File: src/rtl/s2_pkg.sv
// Shared definitions for the STWO select-cell reader: FSM states, slot/pipeline
// constants and reset values.
package s2_pkg;

  typedef enum logic [1:0] {
    S_IDLE  = 2'd0,
    S_ISSUE = 2'd1,
    S_DRAIN = 2'd2,
    S_HOLD  = 2'd3
  } s2_state_t;

  localparam int S2_SLOTS    = 4;
  // Select driven in one cycle, latched by the cell on the next, sampled on the one after.
  localparam int S2_PIPE_LAT = 2;

  localparam s2_state_t  S2_STATE_RST = S_IDLE;
  localparam logic [1:0] S2_SLOT_RST  = 2'd0;
  localparam logic [3:0] S2_Q_RST     = 4'h0;

endpackage

File: src/rtl/s2_sel_enc.sv
// Slot number to select-line encoder for the registered 4-to-1 select cell.
// Purely combinational so any initiator of the cell can reuse it.
module s2_sel_enc (
  input  logic [1:0] slot,
  output logic       a0,
  output logic       a1,
  output logic       b0,
  output logic       b1
);

  assign a0 = slot[0];
  assign a1 = slot[0];
  assign b0 = slot[1];
  assign b1 = slot[1];

endmodule

File: src/rtl/s2_reader.sv
// Sequential reader for the STWO select cell: walks slots 0..3, captures the
// registered cell output and presents the nibble on a valid/ready port.
// Define S2_READER_MSB_FIRST_EN to issue slots in the order 3,2,1,0.
//
// Handshake: q_valid is high only in HOLD, q is frozen while q_valid=1, and a
// transfer happens on any rising edge where q_valid && q_ready (CLR excepted).
module s2_reader
  import s2_pkg::*;
#(
  parameter int CNT_W = 8
) (
  input  logic             clk,
  input  logic             CLR,
  input  logic             start,
  input  logic             sin,
  output logic             a0,
  output logic             a1,
  output logic             b0,
  output logic             b1,
  output logic             busy,
  output logic [3:0]       q,
  output logic             q_valid,
  input  logic             q_ready,
  output logic [CNT_W-1:0] word_cnt,
  output logic [1:0]       dbg_state
);

  s2_state_t  state_q, state_d;
  logic [2:0] phase_q;
  logic [1:0] sel_q;
  logic       busy_q;
  logic       xfer;

  // Frame phase p issues slot_of(p) and captures the bit of slot_of(p-2).
  function automatic logic [1:0] slot_of(input logic [2:0] ph);
`ifdef S2_READER_MSB_FIRST_EN
    return ~ph[1:0];
`else
    return ph[1:0];
`endif
  endfunction

  assign xfer = (state_q == S_HOLD) && q_ready;

  always_comb begin
    state_d = state_q;
    case (state_q)
      S_IDLE:  if (start) state_d = S_ISSUE;
      S_ISSUE: if (phase_q == 3'(S2_SLOTS)) state_d = S_DRAIN;
      S_DRAIN: state_d = S_HOLD;
      S_HOLD:  if (q_ready) state_d = start ? S_ISSUE : S_IDLE;
      default: state_d = S_IDLE;
    endcase
  end

  always_ff @(posedge clk) begin
    if (CLR) begin
      state_q  <= S2_STATE_RST;
      phase_q  <= 3'd0;
      sel_q    <= S2_SLOT_RST;
      busy_q   <= 1'b0;
      q        <= S2_Q_RST;
      word_cnt <= '0;
    end else begin
      state_q <= state_d;
      // busy trails the FSM by one edge so it covers exactly the slot-issue window.
      busy_q  <= (state_q == S_ISSUE);

      if (state_d == S_ISSUE && state_q != S_ISSUE)
        phase_q <= 3'd0;
      else if (state_q == S_ISSUE || state_q == S_DRAIN)
        phase_q <= phase_q + 3'd1;

      if (state_q == S_ISSUE && phase_q < 3'(S2_SLOTS))
        sel_q <= slot_of(phase_q);
      else if (state_d == S_HOLD)
        sel_q <= S2_SLOT_RST;

      if ((state_q == S_ISSUE || state_q == S_DRAIN) && phase_q >= 3'(S2_PIPE_LAT))
        q[slot_of(phase_q - 3'(S2_PIPE_LAT))] <= sin;

      if (xfer)
        word_cnt <= word_cnt + 1'b1;
    end
  end

  s2_sel_enc u_sel_enc (
    .slot (sel_q),
    .a0   (a0),
    .a1   (a1),
    .b0   (b0),
    .b1   (b1)
  );

  assign busy      = busy_q;
  assign q_valid   = (state_q == S_HOLD);
  assign dbg_state = state_q;

endmodule

File: config.mk
export PLATFORM = sky130hd
export DESIGN_NAME = s2_reader
export DESIGN_NICKNAME = d
export VERILOG_FILES = /design/src/rtl/s2_pkg.sv /design/src/rtl/s2_sel_enc.sv /design/src/rtl/s2_reader.sv
export SDC_FILE = /design/constraint.sdc
export NUM_CORES = 1
export LEC_CHECK = 0
export CAP_MARGIN = 20
export CORE_UTILIZATION = 43
export CTS_CLUSTER_SIZE = 14
export DETAILED_ROUTE_END_ITERATION = 16
export GPL_TIMING_DRIVEN = 0
export PLACE_DENSITY_LB_ADDON = 0.12
export SYNTH_ARGS = -nofsm -noshare
export SYNTH_HDL_FRONTEND = slang
export SYNTH_SLANG_ARGS = --single-unit
File: constraint.sdc
create_clock -name clk -period 1.5 [get_ports clk]
set_input_delay 0.3 -clock clk [delete_from_list [all_inputs] [get_ports clk]]
set_output_delay 0.3 -clock clk [all_outputs]
set_load 0.01 [all_outputs]
-- Yosys cells after proc, flatten, opt, wreduce, memory -nomap -nowiden
Index checks and enable logic that the tools add are counted.
- flip-flop bits (word level): 20
- input bits: 5
- output and inout port bits: 20
- add/sub/neg operators: 3
- order comparisons: 4
- equal/unequal tests: 7
- muxes and demuxes: 10
- reduce and logical (&&, ||, !) cells: 9
- operator list (cell ; count):
    $mux W2 ; 5
    $add A8 B1 Y8 const B ; 1
    $pmux W2 S4 ; 1
    $eq A2 B2 Y1 const B ; 3
    $logic_and A1 B1 Y1 ; 5
    $bwmux W4 ; 1
    $eq A2 B1 Y1 const B ; 2
    $add A3 B1 Y3 const B ; 1
    $eq A3 B3 Y1 const B ; 1
    $ge A3 B2 Y1 const B ; 1
    $lt A2 B3 Y1 const B ; 1
    $lt A3 B3 Y1 const B ; 1
    $demux W1 S2 ; 1
    $ge A2 B1 Y1 const B ; 1
    $logic_not A2 Y1 ; 1
    $mux W1 ; 2
    $ne A2 B1 Y1 const B ; 1
    $reduce_bool A2 Y1 ; 1
    $reduce_or A2 Y1 ; 1
    $sub A2 B2 Y2 const B ; 1
    $logic_or A1 B1 Y1 ; 1

-- Longest topological paths before layout
Gate-level depths: netlist of run 1.
- depth in word-level cells: 6
- depth in mapped cells: 6
- mapped depth without buffers: 6

-- Cells and area by module
Synthesis of run 1 repeated with hierarchy kept, for this count alone.
- cell total of the unflattened synthesis: 115
- area total of the unflattened synthesis: 1059.8 sq um
- modules (own cells, without submodules) (module ; times used ; cells an instance ; area an instance (sq um) ; seq. area each (sq um)):
    s2_reader ; 1 ; 111 ; 1029.7 ; 400.4
    s2_sel_enc ; 1 ; 4 ; 30.0 ; 0.0

-- Worst setup path after synthesis of run 1
OpenSTA, ideal clock, no wires.
- kind: register to register
- start point: register state_q[0], in the netlist dbg_state[0]
- end point: register phase_q[0]
- arrival: 1.532 ns
- data required time: 1.373 ns
- path slack: -0.158 ns
- stages on the path, launching flop included: 6
- buffers on the path: 0
- period minus slack after synthesis: 1.658 ns
- cell sequence: dfxtp_1 > inv_1 > ha_1 > or3_1 > a221oi_2 > nor3_1
- longest elaborated chain between the ends: 5
- ends and longest elaborated chain (element ; line ; source):
    start, declared ; s2_reader.sv:28 ; s2_state_t state_q, state_d;
    start signal, assigned ; s2_reader.sv:65 ; state_q <= state_d;
    $eq A2 B2 Y1 (tied with other cells) ; s2_reader.sv:47 ; case (state_q)
    $pmux W2 S4 ; s2_reader.sv:47 ;
    $eq A2 B1 Y1 ; s2_reader.sv:69 ; if (state_d == S_ISSUE && state_q != S_ISSUE)
    $logic_and A1 B1 Y1 ; s2_reader.sv:69 ;
    $reduce_or A2 Y1 (no line) ; n/a ;
    end signal, assigned ; s2_reader.sv:72 ; phase_q <= phase_q + 3'd1;
    end, declared ; s2_reader.sv:29 ; logic [2:0] phase_q;
Parallel ways exist; a longest one is shown, timed or not.
A chain may end at the register's enable or synchronous reset.

-- Final worst setup path of run 1
- start point: register state_q[1], in the netlist dbg_state[1]
- end point: register phase_q[0]
Same word-level chain as after synthesis.

==> run_results.csv, run 1 <==
group,metric,value,unit
cells_and_area,fill_cells,197,
timing,rsz0062_at_grt,"true",
setup_path,path_max_fanout,8,
power,p_switching,0.0006626,W
setup_path,cp-end-kind,"flip-flop",
setup_path,critical_path_buf_inv_count,0,
setup_path,arrival,1.84,ns
cells_and_area,multiInputGateArea,715.7,um^2
route,drc,0,
floorplanning,ios,25,
power,ir_drop,0.6606,mV
timing,min_period_over_period,110.1,%
grt,overflow,0,
setup_path,cp_slowest_cell,"dfxtp_4",
clock_tree,root_buffer,"clkbuf_4",
floorplanning,core.rowCount,17,
clock_tree,numClockSinks,20,
clock_tree,cts_hold_buf,0,
floorplanning,core_area,2255,um^2
route,avgRoutedWirePerCell,13.77,um
grt,grt_start_max_net_pins,12,
status,violations,"negative setup slack",
cells_and_area,synthToLayoutAreaGrowth,48.86,%
synthesis,async_reset_ff_share,0,%
setup_path,crit_family,"simple AND/OR/NAND/NOR gates",
route,ant_nets,0,
timing,timing.slew.headroom,66.66,%
timing,hold_violations,0,
setup_path,cp-start-kind,"flip-flop",
timing,finalWorstSetupSlack,-0.1515,ns
timing,fmax,605.5,MHz
synthesis,synth_enable_flop_cells,0,
floorplanning,start_util,46.34,%
floorplanning,die_h,51.29,um
cells_and_area,layout-drive-gt1-share,30.87,%
timing,fin_hold_ws,0.4707,ns
power,p_leak,0.7559,nW
floorplanning,die_w,51.29,um
synthesis,seq_area_frac_synth,38.32,%
setup_path,path_depth,5,
grt,grt_pass1_wl,3933,um
status,status,"finished with violations",
grt,grt.total_usage,20.56,%
timing,drv_slew,0,
synthesis,syn_nets,128,
route,wl,2438,um
flow_run,maxCapViolCount,0,
route,route.met3.wl,122,um
setup_path,rr_worst_depth,5,
synthesis,yosysUniqueCellTypes,36,
synthesis,ys_warn_count,0,
clock_tree,clk_pin_slew,0.12,ns
grt,grt_pass1_vias,839,
clock_tree,clock_path_buffers,2,
cells_and_area,layout_commonest_cell,"dlygate4sd2_1",
power,power_frac_comb,49.6,%
power,pwr-share-clk,14.6,%
hold_path,hold_path_depth,2,
clock_tree,cts_made_buffers,3,
timing,post-route-min-period,1.651,ns
grt,grt_antenna_before_repair,0,
synthesis,ys_ff_latch,20,
power,power_frac_seq,35.9,%
route,via_count,947,
clock_tree,h-tree-depth,1,
place,routabilityCongestion,0.8373,
timing,finalSetupTns,-0.4943,ns
place,dp_hpwl,1538,um
clock_tree,insertion_delay,0.30,ns
setup_path,max_stage_delay,0.40,ns
cells_and_area,diodes,0,
power,swShare,36.78,%
cells_and_area,final_cell_mix,"dlygate4sd2_1 (14), nand2_1 (12), buf_4 (10), dfxtp_2 (9), dfxtp_1 (8)",
route,first_iter_violations,10,
setup_path,required,1.69,ns
place,placed_cells,165,
synthesis,synthCells,113,
synthesis,synth.avg_cell_area,9.246,um^2
route,dr_wl_met2,1147,um
timing,worst_pin_slew,0.5002,ns
setup_path,worstSetupPathType,"reg -> reg",
power,power.density,1158,nW/um^2
cells_and_area,final_cells,177,
hold_path,holdCritPathClass,"reg -> reg",
route,highest_layer,"met4",
route,drt-met1-wl,1139,um
route,viasPerCell,5.350,
synthesis,synth-main-ff-cell,"dfxtp_1",
clock_tree,cts_tree,"done",
place,place.port_buffers,24,
place,dp_slack,-0.5419,ns
power,cell_internal_pwr,0.001139,W
floorplanning,die-area,2631,um^2
cells_and_area,final_nets,165,
cells_and_area,final_area,1555,um^2
timing,fin_skew,0.006223,ns
place,placed_area,1351,um^2
route,dr.pass1.iters,4,
synthesis,synth_area,1045,um^2
timing,setup_violations,6,
setup_path,path_cells,"ha_4 -> and3b_2 -> or3_4 -> a221oi_4 -> nor3_1",
cells_and_area,seqCellArea,422.9,um^2
## layout make-up
cell class,count,area share [%]
clock inverters,1,0.2414
inverters,4,0.9654
flip-flops and latches,20,27.19
multi-input cells,85,46.02
plain buffers,4,2.092
repair buffers,32,19.79
well taps,28,2.253
clock buffers,3,1.448
## power groups by stage
stage | registers (W) | logic [W] | clock network, W
detailed placement | 0.000669 | 0.000555 | 0
global route | 0.000656 | 0.000947 | 0.000299
CTS | 0.000640 | 0.000784 | 0.000269
global placement | 0.000664 | 0.000548 | 0
finish | 0.000646 | 0.000893 | 0.000263
floorplan | 0.000666 | 0.000394 | 0
## registers in the layout, indices dropped and copies added (netlist names)
register   flops
sel_q          2
phase_q        3
busy           1
word_cnt       8
dbg_state      2
q              4
## worst min-delay path, stage by stage (launching register included)
cell     delay [ns]
dfxtp_1        0.33
nand2_1        0.05
a21oi_1        0.06
## final timing paths
kind              slack [ns]          from          to
setup reg to reg       -0.15  dbg_state[1]  phase_q[0]
hold / removal          0.47          q[3]        q[3]
hold reg to reg         0.47          q[3]        q[3]
setup / recovery       -0.15  dbg_state[1]  phase_q[0]
## metal layers
metal / GRT usage (%) / up-vias
met5: 0 / -
met4: 6.757 / 0
met3: 4.762 / 4
met2: 33.77 / 29
met1: 26.35 / 449
li1: - / 465
## synthesized netlist by cell type (2+ instances only)
master	n	share of area [%]
and2b_2	2	1.7
xnor2_1	4	3.4
a21oi_1	7	3.4
nand3_1	7	3.4
nand2_1	12	4.3
inv_1	4	1.4
nor3_1	5	2.4
xor2_1	4	3.4
buf_4	2	1.4
dfxtp_1	20	38
and3_1	2	1.2
ha_1	10	12
nor2_1	7	2.5
mux2i_1	2	1.9
nand3b_1	2	1.4
or3_1	2	1.2
o32ai_1	2	1.7
## kinds of logic after synthesis
logic type | count (synthesis) | share of synthesized area [%]
AOI/OAI and AO/OA | 19 | 13.53
xor gates and xnor gates | 8 | 6.706
buffers and inverters | 8 | 4.549
adders and majority gates | 10 | 11.98
DFF | 20 | 38.32
and+or+nand+nor | 46 | 22.99
muxes | 2 | 1.916
## stage by stage
stage | power [W] | util (%)
floorplan | 0.001060 | -
finish | 0.001802 | 68.98
CTS | 0.001694 | 66.15
detailed placement | 0.001224 | 59.93
global placement | 0.001212 | 59.93
global route | 0.001902 | 68.98
## what timing repair did
action                     4_1_cts  5_1_grt
resized for setup               38       11
setup endpoints to repair       21       15
pin swaps                        4        4
buffers inserted                 5        3
Note: power is estimated with default switching activity, not from simulation.
==> run 2: changes to the inputs <==
Settings changed: PLACE_DENSITY from default to 0.73, PLACE_DENSITY_LB_ADDON 0.12 to default, SLEW_MARGIN from default to 15.
==> run 2 against run 1 <==
Effect of this change:
- the flow still finishes with violations (negative setup slack)
- combinational power grew 0.6%
- via count grew 3.4%
- register-to-register slack lost 0.02 ns
- sequential share of layout area grew 0.23 points
- flip-flop and latch count is the same
- total power grew 1.3%
- hold slack lost 0.012 ns
- fmax shrank 1.2%
- die area is the same
- worst setup slack lost 0.019 ns
- cell count shrank 1.1%
==> run_results.csv, run 2 (synthesis results as in run 1) <==
group,metric,value,unit
route,first_iter_violations,16,
timing,finalSetupTns,-0.7374,ns
flow_run,maxCapViolCount,0,
cells_and_area,final_nets,163,
place,place.port_buffers,24,
route,ant_nets,0,
cells_and_area,largest_reg_flops,8,
place,dp_slack,-0.5476,ns
setup_path,cp-start-kind,"flip-flop",
grt,grt_start_max_net_pins,12,
cells_and_area,final_cells,175,
cells_and_area,fill_cells,187,
timing,fmax,598.5,MHz
clock_tree,clock_path_buffers,2,
timing,min_period_over_period,111.4,%
grt,overflow,0,
cells_and_area,top_register,"word_cnt",
setup_path,arrival,1.88,ns
route,viasPerCell,5.594,
timing,fin_skew,0.01222,ns
grt,grt_pass1_wl,3898,um
route,highest_layer,"met4",
timing,finalWorstSetupSlack,-0.1709,ns
setup_path,max_stage_delay,0.40,ns
timing,rsz0062_at_grt,"true",
power,p_leak,0.7011,nW
floorplanning,die-area,2631,um^2
setup_path,rr_worst_depth,5,
status,violations,"negative setup slack",
floorplanning,core.rowCount,17,
timing,timing.slew.headroom,64.75,%
power,ir_drop,0.7669,mV
cells_and_area,layout_commonest_cell,"dlygate4sd2_1",
power,power.density,1180,nW/um^2
route,via_count,979,
cells_and_area,final_area,1546,um^2
setup_path,required,1.71,ns
cells_and_area,final_cell_mix,"dlygate4sd2_1 (18), nand2_1 (12), dfxtp_2 (10), buf_4 (8)",
timing,drv_slew,0,
setup_path,path_cells,"ha_4 -> and3b_2 -> or3_4 -> a221oi_4 -> nor3_2",
hold_path,hold_path_depth,2,
floorplanning,ios,25,
route,wl,2665,um
floorplanning,core_area,2255,um^2
place,placed_cells,165,
setup_path,cp-end-kind,"flip-flop",
cells_and_area,synthToLayoutAreaGrowth,48.02,%
clock_tree,cts_tree,"done",
route,route.met3.wl,150,um
timing,hold_violations,0,
timing,worst_pin_slew,0.5288,ns
clock_tree,insertion_delay,0.32,ns
route,dr.pass1.iters,4,
floorplanning,die_h,51.29,um
power,power,0.001825,W
clock_tree,h-tree-depth,1,
cells_and_area,largestRegisters,"word_cnt (8), q (4), phase_q (3)",
cells_and_area,seqCellArea,424.2,um^2
route,drt-met1-wl,1160,um
floorplanning,start_util,46.34,%
cells_and_area,diodes,0,
hold_path,holdCritPathClass,"reg -> reg",
route,drc,0,
grt,grt_pass1_vias,831,
clock_tree,cts_made_buffers,3,
place,dp_hpwl,1526,um
clock_tree,numClockSinks,20,
clock_tree,root_buffer,"clkbuf_4",
status,status,"finished with violations",
setup_path,path_max_fanout,8,
timing,post-route-min-period,1.671,ns
floorplanning,die_w,51.29,um
setup_path,worstSetupPathType,"reg -> reg",
place,placed_area,1351,um^2
clock_tree,clk_pin_slew,0.12,ns
setup_path,cp_slowest_cell,"dfxtp_4",
cells_and_area,layout-drive-gt1-share,34.69,%
clock_tree,cts_hold_buf,0,
place,routabilityCongestion,0.8376,
grt,grt.total_usage,20.07,%
route,dr_wl_met2,1284,um
grt,grt_antenna_before_repair,0,
cells_and_area,multiInputGateArea,743.2,um^2
route,avgRoutedWirePerCell,15.23,um
timing,setup_violations,5,
==> run 2: cell types whose count changed in the layout (fill, tap and decap cells not counted), moves of 2 or more <==
cell / previous run / this run
dlygate4sd2_1: 14 / 18
nor3_1: 5 / 1
nor3_2: 0 / 4
dlymetal6s2s_1: 6 / 3
buf_4: 10 / 8
==> run 2: area by class of cell <==
| class | instances | area share [%] |
|---|---|---|
| clock buffers | 3 | 1.456 |
| well taps | 28 | 2.265 |
| multi-input cells | 85 | 48.06 |
| clock inverters | 1 | 0.2427 |
| plain buffers | 4 | 2.104 |
| flip-flops and latches | 20 | 27.43 |
| inverters | 4 | 0.9709 |
| repair buffers | 30 | 17.48 |
==> run 2: final timing paths <==
check / from / endpoint / slack [ns]
setup / recovery: dbg_state[1] / phase_q[1] / -0.17
hold / removal: q[0] / q[0] / 0.46
setup reg to reg: dbg_state[1] / phase_q[1] / -0.17
hold reg to reg: q[0] / q[0] / 0.46
==> run 2: per-layer routing <==
| metal | vias up | GRT usage [%] |
|---|---|---|
| met5 | - | 0 |
| met1 | 476 | 27.49 |
| met3 | 7 | 3.869 |
| met4 | 0 | 11.71 |
| li1 | 460 | - |
| met2 | 36 | 28.95 |
==> run 2: where the power goes <==
part	total [W]	switching, W	leakage (nW)	internal, W
clock network	0.000277	0.000180	0.0154	0.0000975
logic	0.000898	0.000452	0.517	0.000447
registers	0.000649	0.0000588	0.169	0.000590
==> run 2: critical path, delay by kind of cell, from the launching register on <==
family / cells / cell delay (ns)
AOI/OAI and AO/OA: 1 / 0.37
adders and majority gates: 1 / 0.16
DFF: 1 / 0.40
and+or+nand+nor: 3 / 0.64
==> run 2: repair_timing <==
action,CTS,global route
setup endpoints to repair,23,13
resized for setup,38,18
pin swaps,1,7
buffers inserted,2,4
==> run 2: per-stage QoR <==
step	utilization (%)	hold slack (ns)
2_1_floorplan	-	0.4439
3_3_place_gp	59.93	0.4426
3_5_place_dp	59.93	0.4450
4_1_cts	63.15	0.4622
5_1_grt	68.59	0.4756
6_report	68.59	0.4591
